## src/rtl/pipe_stage_skid_if.sv

```systemverilog
// Handshake and payload bundle for the two-entry skid pipeline stage.
interface pipe_stage_skid_if #(
  parameter int unsigned DATA_W = 32,
  parameter int unsigned REG_W  = 5,
  parameter int unsigned CTRL_W = 3,
  parameter int unsigned CNT_W  = 16
);
  logic              flush;
  logic              in_valid;
  logic              in_ready;
  logic [CTRL_W-1:0] in_ctrl;
  logic [DATA_W-1:0] in_alu;
  logic [DATA_W-1:0] in_wdata;
  logic [DATA_W-1:0] in_pc4;
  logic [REG_W-1:0]  in_wreg;
  logic              out_valid;
  logic              out_ready;
  logic [CTRL_W-1:0] out_ctrl;
  logic [DATA_W-1:0] out_alu;
  logic [DATA_W-1:0] out_wdata;
  logic [DATA_W-1:0] out_pc4;
  logic [REG_W-1:0]  out_wreg;
  logic [CNT_W-1:0]  stall_cnt;

  // Upstream/downstream environment side.
  modport master (
    output flush, in_valid, in_ctrl, in_alu, in_wdata, in_pc4, in_wreg, out_ready,
    input  in_ready, out_valid, out_ctrl, out_alu, out_wdata, out_pc4, out_wreg, stall_cnt
  );

  // Pipeline stage side.
  modport slave (
    input  flush, in_valid, in_ctrl, in_alu, in_wdata, in_pc4, in_wreg, out_ready,
    output in_ready, out_valid, out_ctrl, out_alu, out_wdata, out_pc4, out_wreg, stall_cnt
  );
endinterface

```

## src/rtl/pipe_stage_skid.sv

```systemverilog
// Two-entry (main + skid) pipeline register stage with flush, bubble ctrl
// masking and a saturating backpressure counter.
module pipe_stage_skid #(
  parameter int unsigned DATA_W = 32,
  parameter int unsigned REG_W  = 5,
  parameter int unsigned CTRL_W = 3,
  parameter int unsigned CNT_W  = 16
) (
  input logic               clk,
  input logic               clr,
  pipe_stage_skid_if.slave  bus
);

  typedef enum logic [1:0] {
    EMPTY = 2'd0,
    ONE   = 2'd1,
    TWO   = 2'd2
  } state_t;

  typedef struct packed {
    logic [CTRL_W-1:0] ctrl;
    logic [DATA_W-1:0] alu;
    logic [DATA_W-1:0] wdata;
    logic [DATA_W-1:0] pc4;
    logic [REG_W-1:0]  wreg;
  } entry_t;

  state_t           state_q, state_d;
  entry_t           main_q, main_d;
  entry_t           skid_q, skid_d;
  entry_t           in_entry;
  logic [CNT_W-1:0] stall_q, stall_d;
  logic             accept;
  logic             xfer;

  assign in_entry = {bus.in_ctrl, bus.in_alu, bus.in_wdata, bus.in_pc4, bus.in_wreg};

  // Handshake decoded purely from state: no out_ready -> in_ready path.
  assign bus.in_ready  = (state_q != TWO);
  assign bus.out_valid = (state_q != EMPTY);
  assign accept        = bus.in_valid && bus.in_ready;
  assign xfer          = bus.out_valid && bus.out_ready;

  // Next state, entry moves and stall counting.
  always_comb begin
    state_d = state_q;
    main_d  = main_q;
    skid_d  = skid_q;
    stall_d = stall_q;
    if (bus.flush) begin
      // Squash kills ctrl only; payload bits are left as they were.
      state_d     = EMPTY;
      main_d.ctrl = '0;
      skid_d.ctrl = '0;
    end else begin
      if (bus.out_valid && !bus.out_ready && (stall_q != '1)) begin
        stall_d = stall_q + CNT_W'(1);
      end
      case (state_q)
        EMPTY: begin
          if (accept) begin
            state_d = ONE;
            main_d  = in_entry;
          end
        end
        ONE: begin
          if (accept && xfer) begin
            main_d = in_entry;
          end else if (accept) begin
            state_d = TWO;
            skid_d  = in_entry;
          end else if (xfer) begin
            state_d = EMPTY;
          end
        end
        TWO: begin
          if (xfer) begin
            state_d = ONE;
            main_d  = skid_q;
          end
        end
        default: state_d = EMPTY;
      endcase
    end
  end

  always_ff @(posedge clk or posedge clr) begin
    if (clr) begin
      state_q <= EMPTY;
      main_q  <= '0;
      skid_q  <= '0;
      stall_q <= '0;
    end else begin
      state_q <= state_d;
      main_q  <= main_d;
      skid_q  <= skid_d;
      stall_q <= stall_d;
    end
  end

  // A bubble must never present reg_write/mem_write.
  assign bus.out_ctrl  = bus.out_valid ? main_q.ctrl : '0;
  assign bus.out_alu   = main_q.alu;
  assign bus.out_wdata = main_q.wdata;
  assign bus.out_pc4   = main_q.pc4;
  assign bus.out_wreg  = main_q.wreg;
  assign bus.stall_cnt = stall_q;

endmodule

```

## src/flat_wrapper.sv

```systemverilog
// flat-port wrapper written by rule: the top's interface ports become plain ports
module pipe_stage_skid_flat 
#(
  parameter int unsigned DATA_W = 32,
  parameter int unsigned REG_W  = 5,
  parameter int unsigned CTRL_W = 3,
  parameter int unsigned CNT_W  = 16
)
  (clk, clr, bus_flush, bus_in_valid, bus_in_ctrl, bus_in_alu, bus_in_wdata, bus_in_pc4, bus_in_wreg, bus_out_ready, bus_in_ready, bus_out_valid, bus_out_ctrl, bus_out_alu, bus_out_wdata, bus_out_pc4, bus_out_wreg, bus_stall_cnt);
  pipe_stage_skid_if #(.DATA_W(DATA_W), .REG_W(REG_W), .CTRL_W(CTRL_W), .CNT_W(CNT_W)) bus_i ();
  input logic clk;
  input logic clr;
  input wire logic [$bits(bus_i.flush)-1:0] bus_flush;
  input wire logic [$bits(bus_i.in_valid)-1:0] bus_in_valid;
  input wire logic [$bits(bus_i.in_ctrl)-1:0] bus_in_ctrl;
  input wire logic [$bits(bus_i.in_alu)-1:0] bus_in_alu;
  input wire logic [$bits(bus_i.in_wdata)-1:0] bus_in_wdata;
  input wire logic [$bits(bus_i.in_pc4)-1:0] bus_in_pc4;
  input wire logic [$bits(bus_i.in_wreg)-1:0] bus_in_wreg;
  input wire logic [$bits(bus_i.out_ready)-1:0] bus_out_ready;
  output wire logic [$bits(bus_i.in_ready)-1:0] bus_in_ready;
  output wire logic [$bits(bus_i.out_valid)-1:0] bus_out_valid;
  output wire logic [$bits(bus_i.out_ctrl)-1:0] bus_out_ctrl;
  output wire logic [$bits(bus_i.out_alu)-1:0] bus_out_alu;
  output wire logic [$bits(bus_i.out_wdata)-1:0] bus_out_wdata;
  output wire logic [$bits(bus_i.out_pc4)-1:0] bus_out_pc4;
  output wire logic [$bits(bus_i.out_wreg)-1:0] bus_out_wreg;
  output wire logic [$bits(bus_i.stall_cnt)-1:0] bus_stall_cnt;
  assign bus_i.flush = bus_flush;
  assign bus_i.in_valid = bus_in_valid;
  assign bus_i.in_ctrl = bus_in_ctrl;
  assign bus_i.in_alu = bus_in_alu;
  assign bus_i.in_wdata = bus_in_wdata;
  assign bus_i.in_pc4 = bus_in_pc4;
  assign bus_i.in_wreg = bus_in_wreg;
  assign bus_i.out_ready = bus_out_ready;
  assign bus_in_ready = bus_i.in_ready;
  assign bus_out_valid = bus_i.out_valid;
  assign bus_out_ctrl = bus_i.out_ctrl;
  assign bus_out_alu = bus_i.out_alu;
  assign bus_out_wdata = bus_i.out_wdata;
  assign bus_out_pc4 = bus_i.out_pc4;
  assign bus_out_wreg = bus_i.out_wreg;
  assign bus_stall_cnt = bus_i.stall_cnt;
  pipe_stage_skid #(.DATA_W(DATA_W), .REG_W(REG_W), .CTRL_W(CTRL_W), .CNT_W(CNT_W)) u_core (.clk(clk), .clr(clr), .bus(bus_i));
endmodule
```

## config.mk

```make
export PLATFORM = sky130hd
export DESIGN_NAME = pipe_stage_skid_flat
export DESIGN_NICKNAME = d
export VERILOG_FILES = /design/src/rtl/pipe_stage_skid_if.sv /design/src/rtl/pipe_stage_skid.sv /design/src/flat_wrapper.sv
export SDC_FILE = /design/constraint.sdc
export NUM_CORES = 1
export LEC_CHECK = 0
export CAP_MARGIN = 10
export CORE_MARGIN = 2
export CORE_UTILIZATION = 57
export CTS_BUF_LIST = sky130_fd_sc_hd__clkbuf_4
export CTS_CLUSTER_SIZE = 28
export DETAILED_ROUTE_END_ITERATION = 8
export GPL_TIMING_DRIVEN = 0
export PLACE_DENSITY = 0.88
export SLEW_MARGIN = 20
export SYNTH_ARGS = -nofsm -noshare
export SYNTH_HDL_FRONTEND = slang
export SYNTH_SLANG_ARGS = --single-unit
```

## constraint.sdc

```tcl
create_clock -name clk -period 19.1 [get_ports clk]
set_input_delay 2.865 -clock clk [delete_from_list [all_inputs] [get_ports clk]]
set_output_delay 2.865 -clock clk [all_outputs]
set_load 0.005 [all_outputs]
```

Yosys cells after proc, flatten, opt, wreduce, memory -nomap -nowiden
Index checks and enable logic that the tools add are counted.
{"block": "totals", "output_inout_bits": 122, "register_bits": 226, "inputBits": 109, "n_memories": 0, "ram_bits": 0, "rom_bits": 0, "latchBits": 0, "word_cells": 63}
{"block": "op_classes", "multipliers": 0, "muxes": 17, "reduce_logical": 18, "bitwise_logic": 2, "magnitude_cmp": 0, "n_div": 0, "n_addsub": 1, "eq_ne": 13, "shifts": 0}
{"operator": "104-bit two-way mux", "count": 6}
{"operator": "104-bit case mux with 3 select lines", "count": 1}
{"operator": "16-bit by 1-bit adder with 16-bit output (second input constant)", "count": 1}
{"operator": "16-bit inequality test (second input constant)", "count": 1}
{"operator": "2-bit two-way mux", "count": 6}
{"operator": "4-bit AND reduction", "count": 3}
{"operator": "3-bit two-way mux", "count": 3}
{"operator": "3-bit by 2-bit inequality test with 1-bit output (second input constant)", "count": 3}
{"operator": "2-bit by 1-bit inequality test with 1-bit output (second input constant)", "count": 3}
{"operator": "2-bit case mux with 3 select lines", "count": 1}
{"operator": "2-bit nonzero test", "count": 3}
{"operator": "1-bit logical AND", "count": 5}
{"operator": "5-bit AND reduction", "count": 1}
{"operator": "2-bit inequality test (second input constant)", "count": 2}
{"operator": "4-bit by 2-bit inequality test with 1-bit output (second input constant)", "count": 1}
{"operator": "4-bit nonzero test", "count": 1}
{"operator": "3-bit inequality test (second input constant)", "count": 1}
{"operator": "3-bit AND reduction", "count": 1}
{"operator": "3-bit nonzero test", "count": 1}
{"operator": "2-bit by 1-bit == test with 1-bit output (second input constant)", "count": 1}
{"operator": "2-bit == test (second input constant)", "count": 1}
{"operator": "2-bit logical NOT", "count": 1}
{"operator": "1-bit inverter", "count": 2}
{"operator": "2-bit AND reduction", "count": 1}
{"operator": "1-bit logical NOT", "count": 1}

Logic depth before layout (Yosys ltp)
Gate-level depths: netlist of run 1.
{"block": "depth", "word_depth": 7, "mapped_depth": 7, "depth_no_buf": 5}

Worst setup path after synthesis of run 1
No wires, ideal clock.
{"block": "synth_timing", "path_type": "input to register", "start": "input bus_in_valid", "end": "register u_core.main_q (netlist bit u_core.bus.out_pc4[12])", "stages": 7, "arrival_time_ns": 4.033, "required_time_ns": 18.975, "slack_ns": 14.942, "setup_time_ns": 0.125, "n_path_buf": 3, "path_cell_list": "nor2b_1 o2bb2ai_1 and2b_1 buf_6 buf_12 buf_8 mux2_4"}
{"block": "synth_via", "elab_chain_cells": 4, "elab_cells_between_ends": 5, "cone_classes": "eq/ne: 2; reduce/logical: 3"}
{"element": "from (decl)", "line": "flat_wrapper.sv:14", "rtl": "input wire logic [$bits(bus_i.in_valid)-1:0] bus_in_valid;"}
{"element": "1-bit logical AND *", "line": "pipe_stage_skid.sv:41", "rtl": "assign accept = bus.in_valid && bus.in_ready;"}
{"element": "1-bit logical AND", "line": "pipe_stage_skid.sv:67", "rtl": "if (accept && xfer) begin"}
{"element": "2-bit by 1-bit inequality test with 1-bit output (no line)"}
{"element": "5-bit AND reduction (no line) *"}
{"element": "to (signal assigned)", "line": "pipe_stage_skid.sv:95", "rtl": "main_q <= main_d;"}
{"element": "to (decl)", "line": "pipe_stage_skid.sv:29", "rtl": "entry_t main_q, main_d;"}
Mark *: on every way between the ends. The rest lies on a longest branch, timed or not.
A chain may end at the register's enable or synchronous reset.

Final worst setup path of run 1
{"block": "layout_timing", "start": "register u_core.state_q[0]", "end": "output bus_in_ready"}
{"block": "layout_via", "elab_chain_cells": 1}
{"element": "from (decl)", "line": "pipe_stage_skid.sv:28", "rtl": "state_t state_q, state_d;"}
{"element": "from (signal assigned)", "line": "pipe_stage_skid.sv:94", "rtl": "state_q <= state_d;"}
{"element": "2-bit inequality test", "line": "pipe_stage_skid.sv:39", "rtl": "assign bus.in_ready = (state_q != TWO);"}
{"element": "to (decl)", "line": "flat_wrapper.sv:21", "rtl": "output wire logic [$bits(bus_i.in_ready)-1:0] bus_in_ready;"}
Every way passes these cells.

==> flow_summary.html, run 1 <==
<table>
<tr><th>Metric</th><th>Value</th></tr>
<tr><th colspan="2">Status</th></tr>
<tr><td>Result of the run</td><td>finished clean</td></tr>
<tr><th colspan="2">Layout</th></tr>
<tr><td>Total of fill cells in the finished design</td><td>1198</td></tr>
<tr><td>Most common cell after layout, fill and taps aside</td><td>sky130_fd_sc_hd__mux2_2</td></tr>
<tr><td>Area growth syn-to-layout</td><td>31.0%</td></tr>
<tr><td>Fraction of layout instances using a drive strength above 1</td><td>0.503</td></tr>
<tr><td>Summed area of non-filler cells in the final layout</td><td>0.0144 sq mm</td></tr>
<tr><td>Area taken by multi-input logic gates</td><td>0.00423 sq mm</td></tr>
<tr><td>Register area</td><td>0.00566 sq mm</td></tr>
<tr><td>Most frequent cells in the layout</td><td>sky130_fd_sc_hd__mux2_2 (250), sky130_fd_sc_hd__clkdlybuf4s50_1 (230), sky130_fd_sc_hd__dfrtp_1 (226)</td></tr>
<tr><td>Number of nets in the layout</td><td>1157</td></tr>
<tr><th colspan="2">Floorplanning</th></tr>
<tr><td>Width of the die</td><td>143 microns</td></tr>
<tr><td>Total core area</td><td>0.0188 sq mm</td></tr>
<tr><td>Row count</td><td>50</td></tr>
<tr><td>Starting utilization of the core area</td><td>0.584</td></tr>
<tr><td>Top-level port count</td><td>231</td></tr>
<tr><td>Die Outline Area</td><td>0.0204 sq mm</td></tr>
<tr><td>Vertical die dimension</td><td>143 microns</td></tr>
<tr><th colspan="2">Worst setup path</th></tr>
<tr><td>Delay contributed by the slowest stage of the critical path</td><td>around 0.55 ns</td></tr>
<tr><td>Crit. Startpoint</td><td>u_core.state_q[0]$_DFFE_PP0P_</td></tr>
<tr><td>CP startpoint kind</td><td>flip-flop</td></tr>
<tr><td>Capturing element type of the critical path</td><td>output pin</td></tr>
<tr><td>Cell family with most CP delay</td><td>buffers and inverters</td></tr>
<tr><td>Crit path depth</td><td>4</td></tr>
<tr><td>Top cell by count, worst path</td><td>sky130_fd_sc_hd__buf_2</td></tr>
<tr><td>CP max FO</td><td>10</td></tr>
<tr><td>Data required time of the worst path</td><td>16.23 ns</td></tr>
<tr><td>Reg-to-reg startpoint</td><td>u_core.state_q[1]$_DFFE_PP0P_</td></tr>
<tr><td>Worst path cell trace</td><td>nand2b_1 -&gt; buf_2 -&gt; buf_2 -&gt; clkdlybuf4s50_1</td></tr>
<tr><td>CP arrival</td><td>2.37 ns</td></tr>
<tr><td>Worst Path Buf+Inv</td><td>3</td></tr>
<tr><td>Worst R2R Path Depth</td><td>6</td></tr>
<tr><td>Critical path class</td><td>flip-flop to output pin</td></tr>
<tr><td>Master of the slowest instance on the critical path</td><td>sky130_fd_sc_hd__clkdlybuf4s50_1</td></tr>
<tr><th colspan="2">Clocking</th></tr>
<tr><td>Number of gates resized after CTS</td><td>0</td></tr>
<tr><td>Hold buffer count at cts</td><td>0</td></tr>
<tr><td>Maximum clock path buffer count</td><td>3</td></tr>
<tr><td>Number of clock buffers inserted by TritonCTS</td><td>a little under 60</td></tr>
<tr><td>Setup fix buffers added after clock tree synthesis</td><td>0</td></tr>
<tr><td>Master cell of the clock root buffer</td><td>sky130_fd_sc_hd__clkbuf_4</td></tr>
<tr><td>Source-to-sink clock delay at the later pin of the worst-skew pair</td><td>0.64 ns</td></tr>
<tr><td>CTS tree</td><td>yes</td></tr>
<tr><td>Depth of the CTS H-tree</td><td>2</td></tr>
<tr><td># clock sinks</td><td>226</td></tr>
<tr><td>Post-CTS clock slew at the launch and capture registers of the worst setup and hold paths</td><td>0.06 ns</td></tr>
<tr><th colspan="2">Flow run</th></tr>
<tr><td>Max-capacitance violation count</td><td>0</td></tr>
<tr><th colspan="2">Yosys</th></tr>
<tr><td>Seq cells post-synth</td><td>between 200 and 250</td></tr>
<tr><td>Cell Area, Synth</td><td>between 0.01 and 0.015 sq mm</td></tr>
<tr><td>Fraction of registers with async set or reset after synthesis</td><td>1.00</td></tr>
<tr><td>Post-Synthesis Net Count</td><td>865</td></tr>
<tr><td>Post-synth cell types</td><td>43</td></tr>
<tr><td>Cells after synthesis</td><td>approximately 760</td></tr>
<tr><td>Synthesized area per cell</td><td>14.6 sq um</td></tr>
<tr><td>Number of warning messages in the yosys log</td><td>0</td></tr>
<tr><td>Proportion of synthesized chip area in sequential cells</td><td>0.514</td></tr>
<tr><td>Leading register cell type out of synthesis</td><td>sky130_fd_sc_hd__dfrtp_1</td></tr>
<tr><td>Number of flops mapped to enable cells by yosys</td><td>0</td></tr>
<tr><th colspan="2">Power and ir drop</th></tr>
<tr><td>Power per unit of standard cell area</td><td>between 100 and 150 mW/mm^2</td></tr>
<tr><td>Clock share of power</td><td>0.281</td></tr>
<tr><td>Reported net switching power</td><td>0.360 mW</td></tr>
<tr><td>Cell-internal power</td><td>1.08 mW</td></tr>
<tr><td>IR drop worst, VDD</td><td>0.0000678 V</td></tr>
<tr><td>Seq pwr share</td><td>0.453</td></tr>
<tr><td>Logic gate share of total power</td><td>0.265</td></tr>
<tr><td>Sw frac</td><td>0.249</td></tr>
<tr><td>Leak pwr</td><td>6.49 nW</td></tr>
<tr><td>Total Power Consumption</td><td>1.44 mW</td></tr>
<tr><th colspan="2">STA</th></tr>
<tr><td>Total count of max-transition violations in the final report</td><td>0</td></tr>
<tr><td>Worst slew margin</td><td>0.516</td></tr>
<tr><td>Final min period</td><td>5.23 ns</td></tr>
<tr><td>Final-report hold violation count</td><td>0</td></tr>
<tr><td>Transition time of the tightest slew-check pin</td><td>0.726 ns</td></tr>
<tr><td>Tightest hold margin</td><td>a little over 0.5 ns</td></tr>
<tr><td>RSZ-0062 raised after global routing</td><td>false</td></tr>
<tr><td>Final setup viols</td><td>0</td></tr>
<tr><td>Tcrit/Tclk final</td><td>0.274</td></tr>
<tr><td>Clock tree skew after final layout</td><td>0.0232 ns</td></tr>
<tr><td>Highest clock frequency the design can meet</td><td>191 MHz</td></tr>
<tr><td>Sum Neg Setup Slack</td><td>0 ns</td></tr>
<tr><th colspan="2">Route</th></tr>
<tr><td>Number of routed nets with antenna violations</td><td>0</td></tr>
<tr><td>Average routed wire per standard cell</td><td>17.4 microns</td></tr>
<tr><td>Via density per instance</td><td>5.04</td></tr>
<tr><td>Initial DRC Count</td><td>176</td></tr>
<tr><td>Detailed-router iteration count before antenna repair</td><td>4</td></tr>
<tr><td>Post-detailed-routing wire length</td><td>between 20 and 25 mm</td></tr>
<tr><td>Final routed DRC violation total</td><td>0</td></tr>
<tr><td>Via count</td><td>6788</td></tr>
<tr><th colspan="2">Worst hold path</th></tr>
<tr><td>Hold Path Cell Cnt</td><td>1</td></tr>
<tr><td>Start point of the worst min-delay path</td><td>u_core.skid_q[18]$_DFFE_PP0P_</td></tr>
<tr><td>Worst Hold Class</td><td>flip-flop to flip-flop</td></tr>
<tr><th colspan="2">Global routing</th></tr>
<tr><td>Initial antenna violation count</td><td>1</td></tr>
<tr><td>Maximum number of pins on one net before global-route repair</td><td>about 110</td></tr>
<tr><td>Number of global-route vias before repair</td><td>7274</td></tr>
<tr><td>Total global routing overflow</td><td>0</td></tr>
<tr><td>Tot GR Track Use</td><td>0.233</td></tr>
<tr><td>Global-route wire length before repair</td><td>37.3 mm</td></tr>
<tr><th colspan="2">Placed design</th></tr>
<tr><td>Standard cell area after detailed placement</td><td>0.0137 sq mm</td></tr>
<tr><td>Port Buffers</td><td>230</td></tr>
<tr><td>Weighted congestion at the end of routability-driven global placement</td><td>0.777</td></tr>
<tr><td>Post-DP HPWL</td><td>around 16 mm</td></tr>
</table>
cell families after synthesis:
kind of cell / Yosys count / share of synthesized area
AO/OA/AOI/OAI: 19 / 0.0130
buffers and inverters: 143 / 0.101
AND/OR/NAND/NOR: 44 / 0.0246
adder cells (fa/ha/maj): 1 / 0.00114
flip-flops: 226 / 0.514
XOR/XNOR: 13 / 0.0104
multiplexers: 309 / 0.336
flip-flops by register name, indices dropped and copies added (netlist names):
| signal | flops |
|---|---|
| u_core.skid_q | 104 |
| u_core.bus.out_alu | 32 |
| u_core.bus.out_pc4 | 32 |
| u_core.bus.out_wdata | 32 |
| u_core.bus.stall_cnt | 16 |
| u_core.bus.out_wreg | 5 |
| u_core.main_q | 3 |
| u_core.state_q | 2 |
path summary, 6_finish.rpt:
path,slack (ns),endpoint
hold reg to reg,0.50,u_core.skid_q[18]$_DFFE_PP0P_
hold / removal,0.50,u_core.skid_q[18]$_DFFE_PP0P_
setup / recovery,13.87,bus_in_ready
min in group asynchronous,2.77,u_core.bus.out_wdata[5]$_DFFE_PP0P_
max in group asynchronous,15.21,u_core.bus.out_pc4[27]$_DFFE_PP0P_
setup reg to reg,16.96,u_core.skid_q[71]$_DFFE_PP0P_
routing by layer:
metal,wire [microns],GRT usage
met1,9810,0.291
met2,11400,0.383
met3,1650,0.0698
met4,560,0.0881
met5,0,0
through the flow:
step | worst slack, ns | util | std cells
after detailed placement | 14.05 | 0.727 | 1247
after CTS | 13.82 | 0.765 | 1344
final | 13.87 | 0.765 | 1346
after global placement | 7.02 | 0.724 | 1245
after floorplan | 10.04 | - | 755
after global routing | 13.71 | 0.765 | 1346
final cells by class:
| type | count | share of cell area |
|---|---|---|
| Sequential cell | 226 | 0.392 |
| Timing Repair Buffer | 232 | 0.164 |
| Clock inverter | 3 | 0.000781 |
| Clock buffer | 94 | 0.0490 |
| Antenna cell | 2 | 0.000347 |
| Tap cell | 260 | 0.0226 |
| Buffer | 139 | 0.0761 |
| Inverter | 4 | 0.00156 |
| Multi-Input combinational cell | 386 | 0.294 |
worst reg2reg max path: stages, from the launching register on:
cell                      delay [ns]
sky130_fd_sc_hd__dfrtp_1        0.43
sky130_fd_sc_hd__nor2b_1        0.30
sky130_fd_sc_hd__and4b_1        0.29
sky130_fd_sc_hd__buf_2          0.16
sky130_fd_sc_hd__buf_4          0.22
sky130_fd_sc_hd__buf_4          0.24
sky130_fd_sc_hd__mux2_2         0.36
power by group through the flow:
stage               Clock [mW]  Sequential [mW]  Combinational, mW
finish                   0.406            0.655              0.383
global route             0.443            0.668              0.413
CTS                      0.419            0.654              0.388
detailed placement           0            0.661              0.386
global placement             0            0.655              0.373
floorplan                    0            0.643              0.230
synth_stat cells (3+ instances only):
master                     number  area (sq um)
sky130_fd_sc_hd__buf_12         6           120
sky130_fd_sc_hd__nand2_1        6          22.5
sky130_fd_sc_hd__buf_4        116           871
sky130_fd_sc_hd__buf_2         12          60.1
sky130_fd_sc_hd__and2_1         4          25.0
sky130_fd_sc_hd__nor2_1         5          18.8
sky130_fd_sc_hd__nand4_1        3          18.8
sky130_fd_sc_hd__mux2_2       250          2820
sky130_fd_sc_hd__nor4_1         6          37.5
sky130_fd_sc_hd__a22o_1         6          52.6
sky130_fd_sc_hd__nor3_1         3          15.0
sky130_fd_sc_hd__a21oi_1        3          15.0
sky130_fd_sc_hd__xor2_1        12           105
sky130_fd_sc_hd__a211oi_1       3          22.5
sky130_fd_sc_hd__nand3_1        5          25.0
sky130_fd_sc_hd__inv_1          4          15.0
sky130_fd_sc_hd__dfrtp_1      226          5660
sky130_fd_sc_hd__mux2_4        57           856
No activity file was read; power rests on OpenSTA's default activity.
==> run 2, diff against run 1 <==
--- a/config.mk
+++ b/config.mk
@@ -7,12 +7,12 @@
 export LEC_CHECK = 0
 export CAP_MARGIN = 10
 export CORE_MARGIN = 2
-export CORE_UTILIZATION = 57
+export CORE_UTILIZATION = 48
 export CTS_BUF_LIST = sky130_fd_sc_hd__clkbuf_4
 export CTS_CLUSTER_SIZE = 28
 export DETAILED_ROUTE_END_ITERATION = 8
 export GPL_TIMING_DRIVEN = 0
-export PLACE_DENSITY = 0.88
+export PLACE_DENSITY = 0.79
 export SLEW_MARGIN = 20
 export SYNTH_ARGS = -nofsm -noshare
 export SYNTH_HDL_FRONTEND = slang
==> constraint.sdc (replaced) <==
create_clock -name clk -period 4.8 [get_ports clk]
set_input_delay 0.72 -clock clk [delete_from_list [all_inputs] [get_ports clk]]
set_output_delay 0.72 -clock clk [all_outputs]
set_load 0.005 [all_outputs]
==> flow_summary.html, run 2 (same netlist as run 1, synthesis figures left out) <==
<table>
<tr><th>Metric</th><th>Value</th></tr>
<tr><th colspan="2">Layout</th></tr>
<tr><td>Number of nets in the layout</td><td>1167</td></tr>
<tr><td>Fraction of layout instances using a drive strength above 1</td><td>0.505</td></tr>
<tr><td>Total of fill cells in the finished design</td><td>1735</td></tr>
<tr><td>Number of flip-flops under the largest register name</td><td>104</td></tr>
<tr><td>Area growth syn-to-layout</td><td>32.9%</td></tr>
<tr><td>Most common cell after layout, fill and taps aside</td><td>sky130_fd_sc_hd__mux2_2</td></tr>
<tr><td>Largest reg by FF count</td><td>u_core.skid_q</td></tr>
<tr><td>Most frequent cells in the layout</td><td>sky130_fd_sc_hd__mux2_2 (250), sky130_fd_sc_hd__clkdlybuf4s50_1 (230), sky130_fd_sc_hd__dfrtp_1 (226)</td></tr>
<tr><th colspan="2">Floorplanning</th></tr>
<tr><td>Starting utilization of the core area</td><td>0.487</td></tr>
<tr><td>Vertical die dimension</td><td>155 microns</td></tr>
<tr><td>Top-level port count</td><td>231</td></tr>
<tr><td>Row count</td><td>between 50 and 60</td></tr>
<tr><td>Width of the die</td><td>roughly 160 microns</td></tr>
<tr><td>Die Outline Area</td><td>roughly 0.024 sq mm</td></tr>
<tr><td>Total core area</td><td>0.0226 sq mm</td></tr>
<tr><th colspan="2">Clocking</th></tr>
<tr><td>Depth of the CTS H-tree</td><td>2</td></tr>
<tr><td>Maximum clock path buffer count</td><td>3</td></tr>
<tr><td>Post-CTS clock slew at the launch and capture registers of the worst setup and hold paths</td><td>0.06 ns</td></tr>
<tr><td>Source-to-sink clock delay at the later pin of the worst-skew pair</td><td>0.68 ns</td></tr>
<tr><td>CTS tree</td><td>yes</td></tr>
<tr><td>Hold buffer count at cts</td><td>0</td></tr>
<tr><td>Setup fix buffers added after clock tree synthesis</td><td>0</td></tr>
<tr><td>Master cell of the clock root buffer</td><td>sky130_fd_sc_hd__clkbuf_4</td></tr>
<tr><td># clock sinks</td><td>approximately 230</td></tr>
<tr><td>Number of clock buffers inserted by TritonCTS</td><td>61</td></tr>
<tr><td>Number of gates resized after CTS</td><td>0</td></tr>
<tr><th colspan="2">Global routing</th></tr>
<tr><td>Met1 Resource Use GR</td><td>0.246</td></tr>
<tr><td>Met2 usage</td><td>0.332</td></tr>
<tr><td>Global-route wire length before repair</td><td>about 39 mm</td></tr>
<tr><td>Initial antenna violation count</td><td>1</td></tr>
<tr><td>Number of global-route vias before repair</td><td>7617</td></tr>
<tr><td>Tot GR Track Use</td><td>0.200</td></tr>
<tr><td>Maximum number of pins on one net before global-route repair</td><td>29</td></tr>
<tr><td>Routing layer with the top usage in global route</td><td>met2</td></tr>
<tr><td>Total global routing overflow</td><td>0</td></tr>
<tr><td>Met3 layer usage reported by global route</td><td>0.0657</td></tr>
<tr><th colspan="2">Power and ir drop</th></tr>
<tr><td>Reported net switching power</td><td>1.46 mW</td></tr>
<tr><td>Leak pwr</td><td>~6.6 nW</td></tr>
<tr><td>Sw frac</td><td>0.251</td></tr>
<tr><td>Cell-internal power</td><td>4.35 mW</td></tr>
<tr><td>Logic gate share of total power</td><td>0.263</td></tr>
<tr><td>Seq pwr share</td><td>0.446</td></tr>
<tr><td>IR drop worst, VDD</td><td>between 0.0002 and 0.00025 V</td></tr>
<tr><td>Clock share of power</td><td>0.291</td></tr>
<tr><td>Power per unit of standard cell area</td><td>397 mW/mm^2</td></tr>
<tr><th colspan="2">STA</th></tr>
<tr><td>Final-report hold violation count</td><td>0</td></tr>
<tr><td>Clock tree skew after final layout</td><td>0.0318 ns</td></tr>
<tr><td>Total count of max-transition violations in the final report</td><td>0</td></tr>
<tr><td>Worst slew margin</td><td>0.589</td></tr>
<tr><td>Tightest hold margin</td><td>approximately 0.40 ns</td></tr>
<tr><td>Post-layout worst setup margin</td><td>1.72 ns</td></tr>
<tr><td>Final min period</td><td>3.08 ns</td></tr>
<tr><td>Tcrit/Tclk final</td><td>0.642</td></tr>
<tr><td>Highest clock frequency the design can meet</td><td>324 MHz</td></tr>
<tr><td>Transition time of the tightest slew-check pin</td><td>between 0.6 and 0.7 ns</td></tr>
<tr><td>Final setup viols</td><td>0</td></tr>
<tr><td>RSZ-0062 raised after global routing</td><td>false</td></tr>
<tr><th colspan="2">Placed design</th></tr>
<tr><td>Minimum setup slack after placement</td><td>~1.9 ns</td></tr>
<tr><td>Port Buffers</td><td>230</td></tr>
<tr><td>Post-DP HPWL</td><td>16.5 mm</td></tr>
<tr><td>Weighted congestion at the end of routability-driven global placement</td><td>0.735</td></tr>
<tr><th colspan="2">Worst setup path</th></tr>
<tr><td>CP startpoint kind</td><td>flip-flop</td></tr>
<tr><td>Data required time of the worst path</td><td>around 4.1 ns</td></tr>
<tr><td>CP arrival</td><td>2.36 ns</td></tr>
<tr><td>Top cell by count, worst path</td><td>sky130_fd_sc_hd__buf_2</td></tr>
<tr><td>CP max FO</td><td>10</td></tr>
<tr><td>Worst Path Buf+Inv</td><td>3</td></tr>
<tr><td>Master of the slowest instance on the critical path</td><td>sky130_fd_sc_hd__clkdlybuf4s50_1</td></tr>
<tr><td>Delay contributed by the slowest stage of the critical path</td><td>0.55 ns</td></tr>
<tr><td>Cell family with most CP delay</td><td>buffers and inverters</td></tr>
<tr><td>Critical path class</td><td>flip-flop to output pin</td></tr>
<tr><td>Crit path depth</td><td>4</td></tr>
<tr><td>Worst path cell trace</td><td>nand2b_1 -&gt; buf_2 -&gt; buf_2 -&gt; clkdlybuf4s50_1</td></tr>
<tr><td>Capturing element type of the critical path</td><td>output pin</td></tr>
<tr><td>Worst R2R Path Depth</td><td>5</td></tr>
<tr><th colspan="2">Route</th></tr>
<tr><td>Via count</td><td>between 6000 and 7000</td></tr>
<tr><td>Average routed wire per standard cell</td><td>17.0 microns</td></tr>
<tr><td>Post-detailed-routing wire length</td><td>23.5 mm</td></tr>
<tr><td>Number of routed nets with antenna violations</td><td>0</td></tr>
<tr><td>Via density per instance</td><td>~5</td></tr>
<tr><td>Initial DRC Count</td><td>181</td></tr>
<tr><td>Detailed-router iteration count before antenna repair</td><td>4</td></tr>
<tr><td>Final routed DRC violation total</td><td>0</td></tr>
<tr><th colspan="2">Flow run</th></tr>
<tr><td>Max-capacitance violation count</td><td>0</td></tr>
<tr><th colspan="2">Status</th></tr>
<tr><td>Result of the run</td><td>finished clean</td></tr>
<tr><th colspan="2">Worst hold path</th></tr>
<tr><td>Worst Hold Class</td><td>primary input to asynchronous set/reset pin</td></tr>
</table>
-- run 2: changes by cell type in the layout (fill, tap and decap cells not counted), sizes merged --
cell and delta:
diode -1, buf +7, clkinvlp +1, clkinv +7
clkbuf +2
-- run 2: layer usage --
layer | wire (microns) | share of wire | vias up
met5 | 0 | 0 | -
met4 | 551 | 0.023 | 0
met3 | 1750 | 0.074 | 46
met2 | 11200 | 0.47 | 192
met1 | 10100 | 0.43 | 3422
li1 | - | - | 3221
-- run 2: worst reg2reg max path, cell delays in order (launching register included) --
cell                       delay [ns]
sky130_fd_sc_hd__dfrtp_1         0.44
sky130_fd_sc_hd__nand2b_1        0.13
sky130_fd_sc_hd__buf_2           0.25
sky130_fd_sc_hd__clkbuf_1        0.52
sky130_fd_sc_hd__mux2_2          0.42
sky130_fd_sc_hd__mux2_4          0.26
-- run 2: final timing paths --
| check | from | slack (ns) | end |
|---|---|---|---|
| setup / recovery | u_core.state_q[0]$_DFFE_PP0P_ | 1.72 | bus_in_ready |
| hold / removal | clr | 0.40 | u_core.skid_q[95]$_DFFE_PP0P_ |
| setup reg to reg | u_core.state_q[0]$_DFFE_PP0P_ | 2.64 | u_core.bus.out_alu[21]$_DFFE_PP0P_ |
| hold reg to reg | u_core.skid_q[1]$_DFFE_PP0P_ | 0.50 | u_core.skid_q[1]$_DFFE_PP0P_ |
| max in group asynchronous | clr | 3.34 | u_core.bus.out_pc4[29]$_DFFE_PP0P_ |
| min in group clk | u_core.skid_q[1]$_DFFE_PP0P_ | 0.50 | u_core.skid_q[1]$_DFFE_PP0P_ |
-- run 2: final cells by class --
cell class                 count  area (sq um)  share of cell area
timing repair buffer         239          2500               0.171
clock buffer                  96           721              0.0493
clock inverter                11          42.5             0.00291
antenna                        1          2.50            0.000171
sequential                   226          5660               0.387
inverter                       4          18.8             0.00128
tap                          285           357              0.0244
buffer                       139          1100              0.0750
multi-input combinational    386          4230               0.289
-- run 2: power by group through the flow --
stage	combinational [mW]	clock [mW]	sequential, mW
floorplan	0.914	0	2.56
global route	1.65	1.86	2.65
global placement	1.49	0	2.60
CTS	1.55	1.75	2.60
finish	1.53	1.69	2.59
detailed placement	1.54	0	2.62
-- run 2: through the flow --
step                      TNS [ns]  power [mW]   util  instance area (sq um)  instances
after floorplan                  0        3.47      -                  11000        755
after global placement     -168.14        4.09  0.605                  13700       1270
after detailed placement         0        4.17  0.614                  13900       1279
after CTS                        0        5.89  0.648                  14600       1386
after global routing             0        6.16  0.648                  14600       1387
final                            0        5.81  0.648                  14600       1387
==> run 3, diff against run 2 <==
==> constraint.sdc (replaced) <==
create_clock -name clk -period 2.6 [get_ports clk]
set_input_delay 0.39 -clock clk [delete_from_list [all_inputs] [get_ports clk]]
set_output_delay 0.39 -clock clk [all_outputs]
set_load 0.005 [all_outputs]
==> flow_summary.html, run 3 (same netlist as run 1, synthesis figures left out) <==
<table>
<tr><th>Metric</th><th>Value</th></tr>
<tr><th colspan="2">Route</th></tr>
<tr><td>Average routed wire per standard cell</td><td>17.0 microns</td></tr>
<tr><td>Via density per instance</td><td>4.95</td></tr>
<tr><td>Initial DRC Count</td><td>178</td></tr>
<tr><td>Detailed-router iteration count before antenna repair</td><td>4</td></tr>
<tr><td>Final routed DRC violation total</td><td>0</td></tr>
<tr><td>Number of routed nets with antenna violations</td><td>0</td></tr>
<tr><td>Via count</td><td>around 7000</td></tr>
<tr><td>Post-detailed-routing wire length</td><td>23.6 mm</td></tr>
<tr><th colspan="2">Placed design</th></tr>
<tr><td>Post-DP HPWL</td><td>~17 mm</td></tr>
<tr><td>Minimum setup slack after placement</td><td>around 0.043 ns</td></tr>
<tr><td>Port Buffers</td><td>230</td></tr>
<tr><td>Weighted congestion at the end of routability-driven global placement</td><td>0.735</td></tr>
<tr><th colspan="2">Worst setup path</th></tr>
<tr><td>Worst Path Buf+Inv</td><td>1</td></tr>
<tr><td>CP max FO</td><td>7</td></tr>
<tr><td>Cell family with most CP delay</td><td>simple AND/OR/NAND/NOR gates</td></tr>
<tr><td>Capturing element type of the critical path</td><td>output pin</td></tr>
<tr><td>Data required time of the worst path</td><td>2.21 ns</td></tr>
<tr><td>Master of the slowest instance on the critical path</td><td>sky130_fd_sc_hd__clkdlybuf4s50_1</td></tr>
<tr><td>Critical path class</td><td>flip-flop to output pin</td></tr>
<tr><td>CP arrival</td><td>2.10 ns</td></tr>
<tr><td>Worst path cell trace</td><td>or2_2 -&gt; and2_1 -&gt; clkdlybuf4s50_1</td></tr>
<tr><td>Delay contributed by the slowest stage of the critical path</td><td>0.45 ns</td></tr>
<tr><td>CP startpoint kind</td><td>flip-flop</td></tr>
<tr><th colspan="2">Power and ir drop</th></tr>
<tr><td>Logic gate share of total power</td><td>0.263</td></tr>
<tr><td>Cell-internal power</td><td>8.03 mW</td></tr>
<tr><td>Leak pwr</td><td>6.60 nW</td></tr>
<tr><td>Reported net switching power</td><td>about 2.7 mW</td></tr>
<tr><td>Seq pwr share</td><td>0.446</td></tr>
<tr><td>Sw frac</td><td>0.251</td></tr>
<tr><td>IR drop worst, VDD</td><td>0.000461 V</td></tr>
<tr><td>Clock share of power</td><td>0.291</td></tr>
<tr><td>Power per unit of standard cell area</td><td>733 mW/mm^2</td></tr>
<tr><td>Total Power Consumption</td><td>10.7 mW</td></tr>
<tr><th colspan="2">Worst hold path</th></tr>
<tr><td>Worst Hold Class</td><td>primary input to asynchronous set/reset pin</td></tr>
<tr><th colspan="2">Clocking</th></tr>
<tr><td>Number of clock buffers inserted by TritonCTS</td><td>61</td></tr>
<tr><td>Post-CTS clock slew at the launch and capture registers of the worst setup and hold paths</td><td>0.06 ns</td></tr>
<tr><td>CTS tree</td><td>yes</td></tr>
<tr><td>Depth of the CTS H-tree</td><td>2</td></tr>
<tr><td>Hold buffer count at cts</td><td>0</td></tr>
<tr><td>Master cell of the clock root buffer</td><td>sky130_fd_sc_hd__clkbuf_4</td></tr>
<tr><td>Maximum clock path buffer count</td><td>3</td></tr>
<tr><td>Source-to-sink clock delay at the later pin of the worst-skew pair</td><td>0.68 ns</td></tr>
<tr><td># clock sinks</td><td>about 230</td></tr>
<tr><th colspan="2">STA</th></tr>
<tr><td>Worst slew margin</td><td>0.589</td></tr>
<tr><td>Final-report hold violation count</td><td>0</td></tr>
<tr><td>Transition time of the tightest slew-check pin</td><td>0.617 ns</td></tr>
<tr><td>RSZ-0062 raised after global routing</td><td>false</td></tr>
<tr><td>Total count of max-transition violations in the final report</td><td>0</td></tr>
<tr><td>Clock tree skew after final layout</td><td>a little under 0.04 ns</td></tr>
<tr><td>Tcrit/Tclk final</td><td>0.957</td></tr>
<tr><td>Post-layout worst setup margin</td><td>between 0.1 and 0.15 ns</td></tr>
<tr><td>Final min period</td><td>2.49 ns</td></tr>
<tr><td>Final setup viols</td><td>0</td></tr>
<tr><td>Highest clock frequency the design can meet</td><td>402 MHz</td></tr>
<tr><td>Sum Neg Setup Slack</td><td>0 ns</td></tr>
<tr><th colspan="2">Global routing</th></tr>
<tr><td>Initial antenna violation count</td><td>1</td></tr>
<tr><td>Tot GR Track Use</td><td>0.200</td></tr>
<tr><td>Total global routing overflow</td><td>0</td></tr>
<tr><td>Number of global-route vias before repair</td><td>around 7600</td></tr>
<tr><td>Maximum number of pins on one net before global-route repair</td><td>29</td></tr>
<tr><td>Global-route wire length before repair</td><td>38.8 mm</td></tr>
<tr><th colspan="2">Layout</th></tr>
<tr><td>Largest reg by FF count</td><td>u_core.skid_q</td></tr>
<tr><td>Most common cell after layout, fill and taps aside</td><td>sky130_fd_sc_hd__mux2_2</td></tr>
<tr><td>Register area</td><td>0.00566 sq mm</td></tr>
<tr><td>Most frequent cells in the layout</td><td>sky130_fd_sc_hd__mux2_2 (250), sky130_fd_sc_hd__clkdlybuf4s50_1 (229), sky130_fd_sc_hd__dfrtp_1 (226)</td></tr>
<tr><td>Number of nets in the layout</td><td>approximately 1200</td></tr>
<tr><td>Total of fill cells in the finished design</td><td>roughly 1700</td></tr>
<tr><td>Area taken by multi-input logic gates</td><td>0.00423 sq mm</td></tr>
<tr><td>Number of flip-flops under the largest register name</td><td>104</td></tr>
<tr><td>Fraction of layout instances using a drive strength above 1</td><td>0.505</td></tr>
<tr><td>Area growth syn-to-layout</td><td>33.1%</td></tr>
<tr><th colspan="2">Floorplanning</th></tr>
<tr><td>Row count</td><td>55</td></tr>
<tr><td>Vertical die dimension</td><td>155 microns</td></tr>
<tr><td>Starting utilization of the core area</td><td>0.487</td></tr>
<tr><td>Width of the die</td><td>about 160 microns</td></tr>
<tr><td>Die Outline Area</td><td>0.0241 sq mm</td></tr>
<tr><td>Top-level port count</td><td>231</td></tr>
<tr><td>Total core area</td><td>about 0.023 sq mm</td></tr>
<tr><th colspan="2">Flow run</th></tr>
<tr><td>Max-capacitance violation count</td><td>0</td></tr>
<tr><th colspan="2">Status</th></tr>
<tr><td>Result of the run</td><td>finished clean</td></tr>
</table>
-- run 3: cell types whose count changed in the layout (fill, tap and decap cells not counted) --
cell and change:
sky130_fd_sc_hd__buf_2 -3, sky130_fd_sc_hd__clkdlybuf4s50_1 -1, sky130_fd_sc_hd__buf_4 +4, sky130_fd_sc_hd__dlymetal6s2s_1 +1
-- run 3: worst paths after layout --
kind | startpoint | to | slack (ns) | depth (start not counted)
max | u_core.state_q[0]$_DFFE_PP0P_ | bus_out_ctrl[0] | 0.11 | 3
min | clr | u_core.skid_q[95]$_DFFE_PP0P_ | 0.07 | 2
min reg2reg | u_core.main_q[103]$_DFFE_PP0P_ | u_core.main_q[103]$_DFFE_PP0P_ | 0.50 | 1
min in group clk | bus_in_ctrl[1] | u_core.skid_q[102]$_DFFE_PP0P_ | 0.33 | 2
max reg2reg | u_core.state_q[1]$_DFFE_PP0P_ | u_core.skid_q[97]$_DFFE_PP0P_ | 0.32 | 8
max in group asynchronous | clr | u_core.skid_q[28]$_DFFE_PP0P_ | 1.47 | 6
-- run 3: layout make-up --
| type | instances | share of cell area |
|---|---|---|
| sequential | 226 | 0.386 |
| multi-input combinational | 386 | 0.289 |
| timing repair buffer | 242 | 0.172 |
| buffer | 137 | 0.0744 |
| clock buffer | 96 | 0.0492 |
| tap | 285 | 0.0244 |
| clock inverter | 11 | 0.00291 |
| inverter | 4 | 0.00128 |
| antenna | 1 | 0.000171 |
-- run 3: per-layer routing --
| metal | track usage | wire length, microns |
|---|---|---|
| met1 | 0.247 | 10100 |
| met5 | 0 | 0 |
| met2 | 0.332 | 11200 |
| met3 | 0.0657 | 1710 |
| met4 | 0.0668 | 569 |
-- run 3: per-stage QoR --
stage / hold WS (ns) / util / area [sq um] / instances
global placement: 0.483 / 0.605 / 13700 / 1270
finish: 0.0702 / 0.649 / 14600 / 1388
detailed placement: 0.489 / 0.614 / 13900 / 1279
CTS: 0.0157 / 0.649 / 14600 / 1388
global route: 0.0337 / 0.649 / 14600 / 1388
floorplan: 0.456 / - / 11000 / 755
-- run 3: power groups by stage --
| stage | logic, mW | clock network (mW) | registers, mW |
|---|---|---|---|
| floorplan | 1.69 | 0 | 4.72 |
| global placement | 2.75 | 0 | 4.81 |
| detailed placement | 2.85 | 0 | 4.85 |
| CTS | 2.87 | 3.22 | 4.79 |
| global route | 3.05 | 3.44 | 4.90 |
| finish | 2.82 | 3.12 | 4.79 |
-- run 3: what timing repair did --
action,in CTS,in global routing
resized for setup,2,1
endpoints found under the hold margin,0,0
setup buffers,2,1
setup endpoints to repair,4,4
